--- src/rtl/bus_bridge_master.sv ---
// -----------------------------------------------------------------------------
// bus_bridge_master
//
// Byte-serial bus initiator. Takes commands from a UART byte core, arbitrates
// for the io bus with bus_req/bus_gnt, performs one single-byte write or read,
// and returns one response byte per command.
//
// Command formats (bytes in order):
//   'W' (8'h57), ADDR_HI, ADDR_LO, DATA  -> write, response ACK_BYTE
//   'R' (8'h52), ADDR_HI, ADDR_LO        -> read,  response is the read byte
// Any other opcode byte, or an idle gap of TIMEOUT_CYCLES between command
// bytes, produces an err pulse and a NAK_BYTE response.
//
// Ports:
//   clk, rst_n        system clock, asynchronous active-low reset
//   rx_data/rx_valid  command byte stream (strobe, no backpressure)
//   tx_data/tx_valid  response byte, held until tx_ready
//   tx_ready          byte core accepts the response
//   bus_req/bus_gnt   bus request to / grant from the CPU arbiter
//   address           16-bit bus address (0 while the bus is not held)
//   bus_wdata         write data to io din (0 while the bus is not held)
//   bus_rdata         read data from io dout
//   w_en/r_en         single-cycle write / read strobes
//   busy              high in any state other than IDLE
//   err               one-cycle pulse on illegal opcode or timeout
// -----------------------------------------------------------------------------
module bus_bridge_master #(
  parameter int unsigned READ_LATENCY   = 1,        // 1..3
  parameter logic [15:0] TIMEOUT_CYCLES = 16'd50000,
  parameter logic [7:0]  ACK_BYTE       = 8'h06,
  parameter logic [7:0]  NAK_BYTE       = 8'h15
) (
  input  logic        clk,
  input  logic        rst_n,
  input  logic [7:0]  rx_data,
  input  logic        rx_valid,
  output logic [7:0]  tx_data,
  output logic        tx_valid,
  input  logic        tx_ready,
  output logic        bus_req,
  input  logic        bus_gnt,
  output logic [15:0] address,
  output logic [7:0]  bus_wdata,
  input  logic [7:0]  bus_rdata,
  output logic        w_en,
  output logic        r_en,
  output logic        busy,
  output logic        err
);

  // ---------------------------------------------------------------------------
  // Constants
  // ---------------------------------------------------------------------------
  localparam logic [3:0] S_IDLE    = 4'd0;
  localparam logic [3:0] S_GET_AH  = 4'd1;
  localparam logic [3:0] S_GET_AL  = 4'd2;
  localparam logic [3:0] S_GET_D   = 4'd3;
  localparam logic [3:0] S_REQ     = 4'd4;
  localparam logic [3:0] S_ACCESS  = 4'd5;
  localparam logic [3:0] S_RWAIT   = 4'd6;
  localparam logic [3:0] S_RELEASE = 4'd7;
  localparam logic [3:0] S_RESP    = 4'd8;

  localparam logic [7:0]  OP_WRITE = 8'h57;
  localparam logic [7:0]  OP_READ  = 8'h52;

  // Expiry is detected when the gap counter reaches its last value.
  localparam logic [15:0] TO_LAST  = TIMEOUT_CYCLES - 16'd1;
  localparam logic [1:0]  LAT      = 2'(READ_LATENCY);

  // ---------------------------------------------------------------------------
  // State and datapath registers
  // ---------------------------------------------------------------------------
  logic [3:0]  state;
  logic [3:0]  state_nx;
  logic        is_write;     // latched opcode: 1 = 'W', 0 = 'R'
  logic [15:0] addr_q;
  logic [7:0]  data_q;
  logic [7:0]  rdata_q;
  logic [15:0] to_cnt;       // idle gap between command bytes
  logic [1:0]  lat_cnt;      // cycles elapsed since the r_en cycle
  logic        tx_valid_q;
  logic [7:0]  tx_data_q;
  logic        err_q;

  // ---------------------------------------------------------------------------
  // Decode
  // ---------------------------------------------------------------------------
  logic in_get;
  logic timeout_hit;
  logic opcode_ok;
  logic take_op;
  logic illegal_op;
  logic tx_fire;
  logic bus_drive;
  logic lat_done;

  assign in_get      = (state == S_GET_AH) || (state == S_GET_AL) ||
                       (state == S_GET_D);
  assign timeout_hit = in_get && (to_cnt == TO_LAST);
  assign opcode_ok   = (rx_data == OP_WRITE) || (rx_data == OP_READ);
  // A pending NAK (tx_valid in IDLE) blocks new commands until accepted.
  assign take_op     = (state == S_IDLE) && rx_valid && !tx_valid_q;
  assign illegal_op  = take_op && !opcode_ok;
  assign tx_fire     = tx_valid_q && tx_ready;
  assign bus_drive   = (state == S_ACCESS) || (state == S_RWAIT);
  assign lat_done    = (state == S_RWAIT) && (lat_cnt == LAT);

  // ---------------------------------------------------------------------------
  // Next-state logic
  // ---------------------------------------------------------------------------
  always_comb begin
    // NOTE: the default assignment first keeps every path assigned, so no
    // latch is inferred for state_nx.
    state_nx = state;
    case (state)
      S_IDLE: begin
        if (take_op && opcode_ok) state_nx = S_GET_AH;
      end
      S_GET_AH: begin
        // Timeout has priority over a byte arriving in the same cycle.
        if (timeout_hit)   state_nx = S_IDLE;
        else if (rx_valid) state_nx = S_GET_AL;
      end
      S_GET_AL: begin
        if (timeout_hit)   state_nx = S_IDLE;
        else if (rx_valid) state_nx = is_write ? S_GET_D : S_REQ;
      end
      S_GET_D: begin
        if (timeout_hit)   state_nx = S_IDLE;
        else if (rx_valid) state_nx = S_REQ;
      end
      S_REQ: begin
        // No timeout while waiting for the arbiter.
        if (bus_gnt) state_nx = S_ACCESS;
      end
      S_ACCESS: begin
        // A grant drop from here on is a protocol violation; we complete.
        state_nx = is_write ? S_RELEASE : S_RWAIT;
      end
      S_RWAIT: begin
        if (lat_done) state_nx = S_RELEASE;
      end
      S_RELEASE: begin
        state_nx = S_RESP;
      end
      S_RESP: begin
        if (tx_fire) state_nx = S_IDLE;
      end
      default: begin
        state_nx = S_IDLE;
      end
    endcase
  end

  // NOTE: all sequential state uses non-blocking assignments so every
  // register samples the pre-edge values of the others.
  always_ff @(posedge clk or negedge rst_n) begin
    if (!rst_n) begin
      state <= S_IDLE;
    end else begin
      state <= state_nx;
    end
  end

  // ---------------------------------------------------------------------------
  // Command field capture. Fields are cleared when a new opcode is taken and
  // on timeout, so a partially received command never leaks into the next.
  // ---------------------------------------------------------------------------
  always_ff @(posedge clk or negedge rst_n) begin
    if (!rst_n) begin
      is_write <= 1'b0;
      addr_q   <= '0;
      data_q   <= '0;
    end else if (timeout_hit) begin
      addr_q   <= '0;
      data_q   <= '0;
    end else if (take_op && opcode_ok) begin
      is_write <= (rx_data == OP_WRITE);
      addr_q   <= '0;
      data_q   <= '0;
    end else if (rx_valid) begin
      case (state)
        S_GET_AH: addr_q[15:8] <= rx_data;
        S_GET_AL: addr_q[7:0]  <= rx_data;
        S_GET_D:  data_q       <= rx_data;
        default:  ;  // bytes outside the receive states are dropped
      endcase
    end
  end

  // ---------------------------------------------------------------------------
  // Inter-byte timeout counter: cleared by every received byte and whenever
  // no command is being collected.
  // ---------------------------------------------------------------------------
  always_ff @(posedge clk or negedge rst_n) begin
    if (!rst_n) begin
      to_cnt <= '0;
    end else if (rx_valid || !in_get || timeout_hit) begin
      to_cnt <= '0;
    end else begin
      to_cnt <= to_cnt + 16'd1;
    end
  end

  // ---------------------------------------------------------------------------
  // Read latency: lat_cnt is 1 in the first RWAIT cycle, and bus_rdata is
  // captured in the RWAIT cycle where it equals READ_LATENCY.
  // ---------------------------------------------------------------------------
  always_ff @(posedge clk or negedge rst_n) begin
    if (!rst_n) begin
      lat_cnt <= '0;
      rdata_q <= '0;
    end else begin
      if (state == S_ACCESS) begin
        lat_cnt <= 2'd1;
      end else if (state == S_RWAIT && !lat_done) begin
        lat_cnt <= lat_cnt + 2'd1;
      end
      if (lat_done) begin
        rdata_q <= bus_rdata;
      end
    end
  end

  // ---------------------------------------------------------------------------
  // Response byte and error pulse. The NAK path only ever starts from IDLE or
  // a receive state, so it can never overlap a held bus.
  // ---------------------------------------------------------------------------
  always_ff @(posedge clk or negedge rst_n) begin
    if (!rst_n) begin
      tx_valid_q <= 1'b0;
      tx_data_q  <= '0;
      err_q      <= 1'b0;
    end else begin
      err_q <= illegal_op || timeout_hit;
      if (state == S_RELEASE) begin
        tx_valid_q <= 1'b1;
        tx_data_q  <= is_write ? ACK_BYTE : rdata_q;
      end else if (illegal_op || timeout_hit) begin
        tx_valid_q <= 1'b1;
        tx_data_q  <= NAK_BYTE;
      end else if (tx_fire) begin
        tx_valid_q <= 1'b0;
      end
    end
  end

  // ---------------------------------------------------------------------------
  // Outputs. Bus signals decode straight from the state register, so an
  // asynchronous reset drops bus_req and the strobes immediately.
  // ---------------------------------------------------------------------------
  assign bus_req   = (state == S_REQ) || bus_drive;
  assign address   = bus_drive ? addr_q : 16'h0000;
  assign bus_wdata = (bus_drive && is_write) ? data_q : 8'h00;
  assign w_en      = (state == S_ACCESS) &&  is_write;
  assign r_en      = (state == S_ACCESS) && !is_write;
  assign busy      = (state != S_IDLE);
  assign tx_valid  = tx_valid_q;
  assign tx_data   = tx_data_q;
  assign err       = err_q;

endmodule

--- config.mk ---
export PLATFORM = sky130hd
export DESIGN_NAME = bus_bridge_master
export DESIGN_NICKNAME = d
export VERILOG_FILES = /design/src/rtl/bus_bridge_master.sv
export SDC_FILE = /design/constraint.sdc
export NUM_CORES = 1
export LEC_CHECK = 0
export CORE_MARGIN = 1.5
export CORE_UTILIZATION = 45
export CTS_CLUSTER_DIAMETER = 120
export DETAILED_ROUTE_END_ITERATION = 10
export DONT_BUFFER_PORTS = 1
export GPL_ROUTABILITY_DRIVEN = 1
export PLACE_DENSITY = 0.57
export SYNTH_ARGS = -nofsm -noshare
export SYNTH_HDL_FRONTEND = slang
export SYNTH_SLANG_ARGS = --single-unit
--- constraint.sdc ---
create_clock -name clk -period 3.53 [get_ports clk]
set_clock_uncertainty 0.15 [all_clocks]
set_input_delay 0.706 -clock clk [delete_from_list [all_inputs] [get_ports clk]]
set_output_delay 0.706 -clock clk [all_outputs]
set_load 0.03 [all_outputs]
==> results.json <==
{
  "status": "finished clean",
  "synth_nets": 337,
  "startpoint_type": "register",
  "clk_latency_ns": 0.34,
  "async_flop_share": 1.00,
  "max_slew_margin": 0.426,
  "io_buffers": 0,
  "areaGrowthSynthToFinish_pct": 9.66,
  "ir_drop_v": 0.000425,
  "grt_start_max_net_pins": 66,
  "route.detailed.drc": 0,
  "criticalPathCategory": "register to output pin",
  "synthAdderAreaFrac": 0.00788,
  "synth-main-ff-cell": "dfrtp_1",
  "seqPwrFrac": 0.453,
  "synth_top_family_by_area": "simple AND/OR/NAND/NOR gates",
  "design.core.area_mm2": 0.00679,
  "viasPerCell": 5.34,
  "clkSinkCount": 65,
  "dr.pass1.iters": 6,
  "cts_tree": "yes",
  "wl_per_cell_um": 16.2,
  "fin_crit_sh": 0.840,
  "nFillCells": 655,
  "start_util": 0.467,
  "num_io_pins": 59,
  "drtIter0Drc": 75,
  "h-tree-depth": 3,
  "diodes": 0,
  "track_usage": 0.199,
  "hpwl_um": 4560,
  "nets": 341,
  "timing.final.hold_violations": 0,
  "fin_ws_ns": 0.563,
  "drive_gt1_frac": 0.115,
  "post-route-util": 0.512,
  "critPathSlowestCell": "dfrtp_1",
  "grt_pass1_wl_um": 11300,
  "min_period_ns": 2.97,
  "dpl.cell_count": 402,
  "place.gp.congestion": 0.859,
  "stdcell_area_mm2": 0.00348,
  "path_cells": "inv_1, nor2_1, o21a_1, buf_4, and3_1",
  "hold_buffers": 1,
  "postPlaceCellArea_mm2": 0.00327,
  "synth_cell_type_count": 42,
  "p_leak_nw": 1.63,
  "tightest_slew_ns": 0.858,
  "row_count": 30,
  "via_count": 2239,
  "mappedNetlistArea_mm2": 0.00317,
  "clockRootBuffer": "clkbuf_8",
  "fin_setup_tns_ns": 0,
  "switching_power_mw": 1.11,
  "syn_avg_cell_area_um2": 10.1,
  "syn_inst": 314,
  "dieWidth_um": 87.0,
  "antenna_found_initial": 0,
  "routed_wl_um": 6770,
  "synth_xor_area_frac": 0.0359,
  "intPower_mw": 1.62,
  "comb_power_share": 0.340,
  "clockBufferDepth": 2,
  "crit_fanout": 24,
  "cts_buffers": 9,
  "drv_cap": 0,
  "rsz0062_at_grt": "false",
  "grt_pass1_vias": 2250,
  "cts_resized": 0,
  "fin_cells": 419,
  "die_area_mm2": 0.00757,
  "fmax_ghz": 0.337,
  "pwr-share-clk": 0.207,
  "setup_viol": 0,
  "yosys_warnings": 0,
  "cts_setup_buffers": 0,
  "muxShareOfSynthArea": 0.115,
  "cts.clk_slew.worst_paths_ns": 0.07,
  "yosys.area_share.simple": 0.233,
  "dp_slack_ns": 0.879,
  "pwr_density_cell_mw_per_mm2": 784,
  "synth-compound-area-share": 0.0706,
  "required_ns": 2.67,
  "synth_edf_count": 0,
  "endpoint_kind": "output pin",
  "swShare": 0.406,
  "slew_viol_final": 0,
  "grt-ovfl-total": 0,
  "ant_nets": 0,
  "max_stage_delay_ns": 0.56,
  "ys_seq_elements": 65,
  "hold_path.class": "input port to asynchronous set/reset pin",
  "ys_seq_area_frac": 0.512,
  "dieHeight_um": 87.0,
  "worstPathArrival_ns": 2.11
}
## power groups by stage
stage	clock network, mW	registers [mW]	logic [mW]
2_1_floorplan	0	1.17	0.800
3_3_place_gp	0	1.24	0.899
3_5_place_dp	0	1.25	0.917
4_1_cts	0.590	1.24	0.938
5_1_grt	0.620	1.27	1.05
6_report	0.565	1.24	0.926
## layout by cell type, fill, tap and decap left out, types with 4 or more instances in the layout
master	Yosys	layout
dfrtp_1	65	65
nor2_1	52	52
mux2i_1	26	26
nand2_1	22	22
and2_1	16	16
o21ai_0	14	14
nand3_1	12	12
clkbuf_8	0	11
and3_1	10	10
inv_1	9	9
a21oi_1	9	9
xor2_1	8	8
mux2_2	8	8
xnor2_1	5	5
or3_1	4	4
nand3b_1	4	4
## cell usage after synthesis, types with 4 or more instances
cell / instances / share of area
inv_1: 9 / 0.011
o21ai_0: 14 / 0.022
xor2_1: 8 / 0.022
dfrtp_1: 65 / 0.51
nand3_1: 12 / 0.019
xnor2_1: 5 / 0.014
a21oi_1: 9 / 0.014
mux2i_1: 26 / 0.082
nor2_1: 52 / 0.061
nand3b_1: 4 / 0.0095
nand2_1: 22 / 0.026
mux2_2: 8 / 0.028
and2_1: 16 / 0.032
or3_1: 4 / 0.0079
and3_1: 10 / 0.020
clkbuf_1: 8 / 0.0095
## metal layers
layer | vias up | GRT usage | routed length [um]
li1 | 1092 | - | -
met1 | 1079 | 0.279 | 3290
met2 | 60 | 0.288 | 3070
met3 | 8 | 0.0635 | 343
met4 | 0 | 0.0718 | 73
met5 | - | 0 | 0
## kinds of logic after synthesis
logic type | after synthesis
adders and majority gates | 2
buffers and inverters | 20
AOI/OAI and AO/OA | 35
DFF | 65
and+or+nand+nor | 144
muxes | 35
xor gates and xnor gates | 13
## registers in the layout, indices dropped and copies added (netlist names)
name,cells
err,1
data_q,8
addr_q,16
lat_cnt,2
is_write,1
tx_valid,1
to_cnt,16
state,4
rdata_q,8
tx_data,8
## final cells by class
cell class                 count  area, um^2  area share
tap                           96         120      0.0345
sequential                    65        1630       0.467
timing repair buffer           4        50.0      0.0144
clock inverter                 5        30.0     0.00863
clock buffer                  11         151      0.0435
multi-input combinational    229        1470       0.422
inverter                       9        33.8     0.00971
## worst max-delay path: cells and delay by family, from the launching register on
family | cells | cell delay (ns)
buf+inv | 2 | 0.41
flops | 1 | 0.56
simple gates | 2 | 0.63
compound gates | 1 | 0.16
## path summary, 6_finish.rpt
kind / start / endpoint / slack (ns) / depth (start not counted)
worst max register to register: to_cnt[5]$_DFF_PN0_ / state[0]$_DFFE_PN0P_ / 0.87 / 5
worst min register to register: to_cnt[0]$_DFF_PN0_ / to_cnt[0]$_DFF_PN0_ / 0.34 / 1
min in group clk: to_cnt[0]$_DFF_PN0_ / to_cnt[0]$_DFF_PN0_ / 0.34 / 1
worst max-delay path: state[1]$_DFFE_PN0P_ / bus_wdata[0] / 0.56 / 5
max in group asynchronous: rst_n / addr_q[11]$_DFFE_PN0P_ / 2.86 / 1
worst min-delay path: rst_n / to_cnt[2]$_DFF_PN0_ / 0.08 / 1
## per-stage QoR
step                power [mW]  hold slack, ns
finish                    2.73          0.0825
global route              2.94          0.0976
CTS                       2.77          0.0858
detailed placement        2.17           0.264
global placement          2.14           0.263
floorplan                 1.97           0.260
Note: power is estimated with default switching activity, not from simulation.
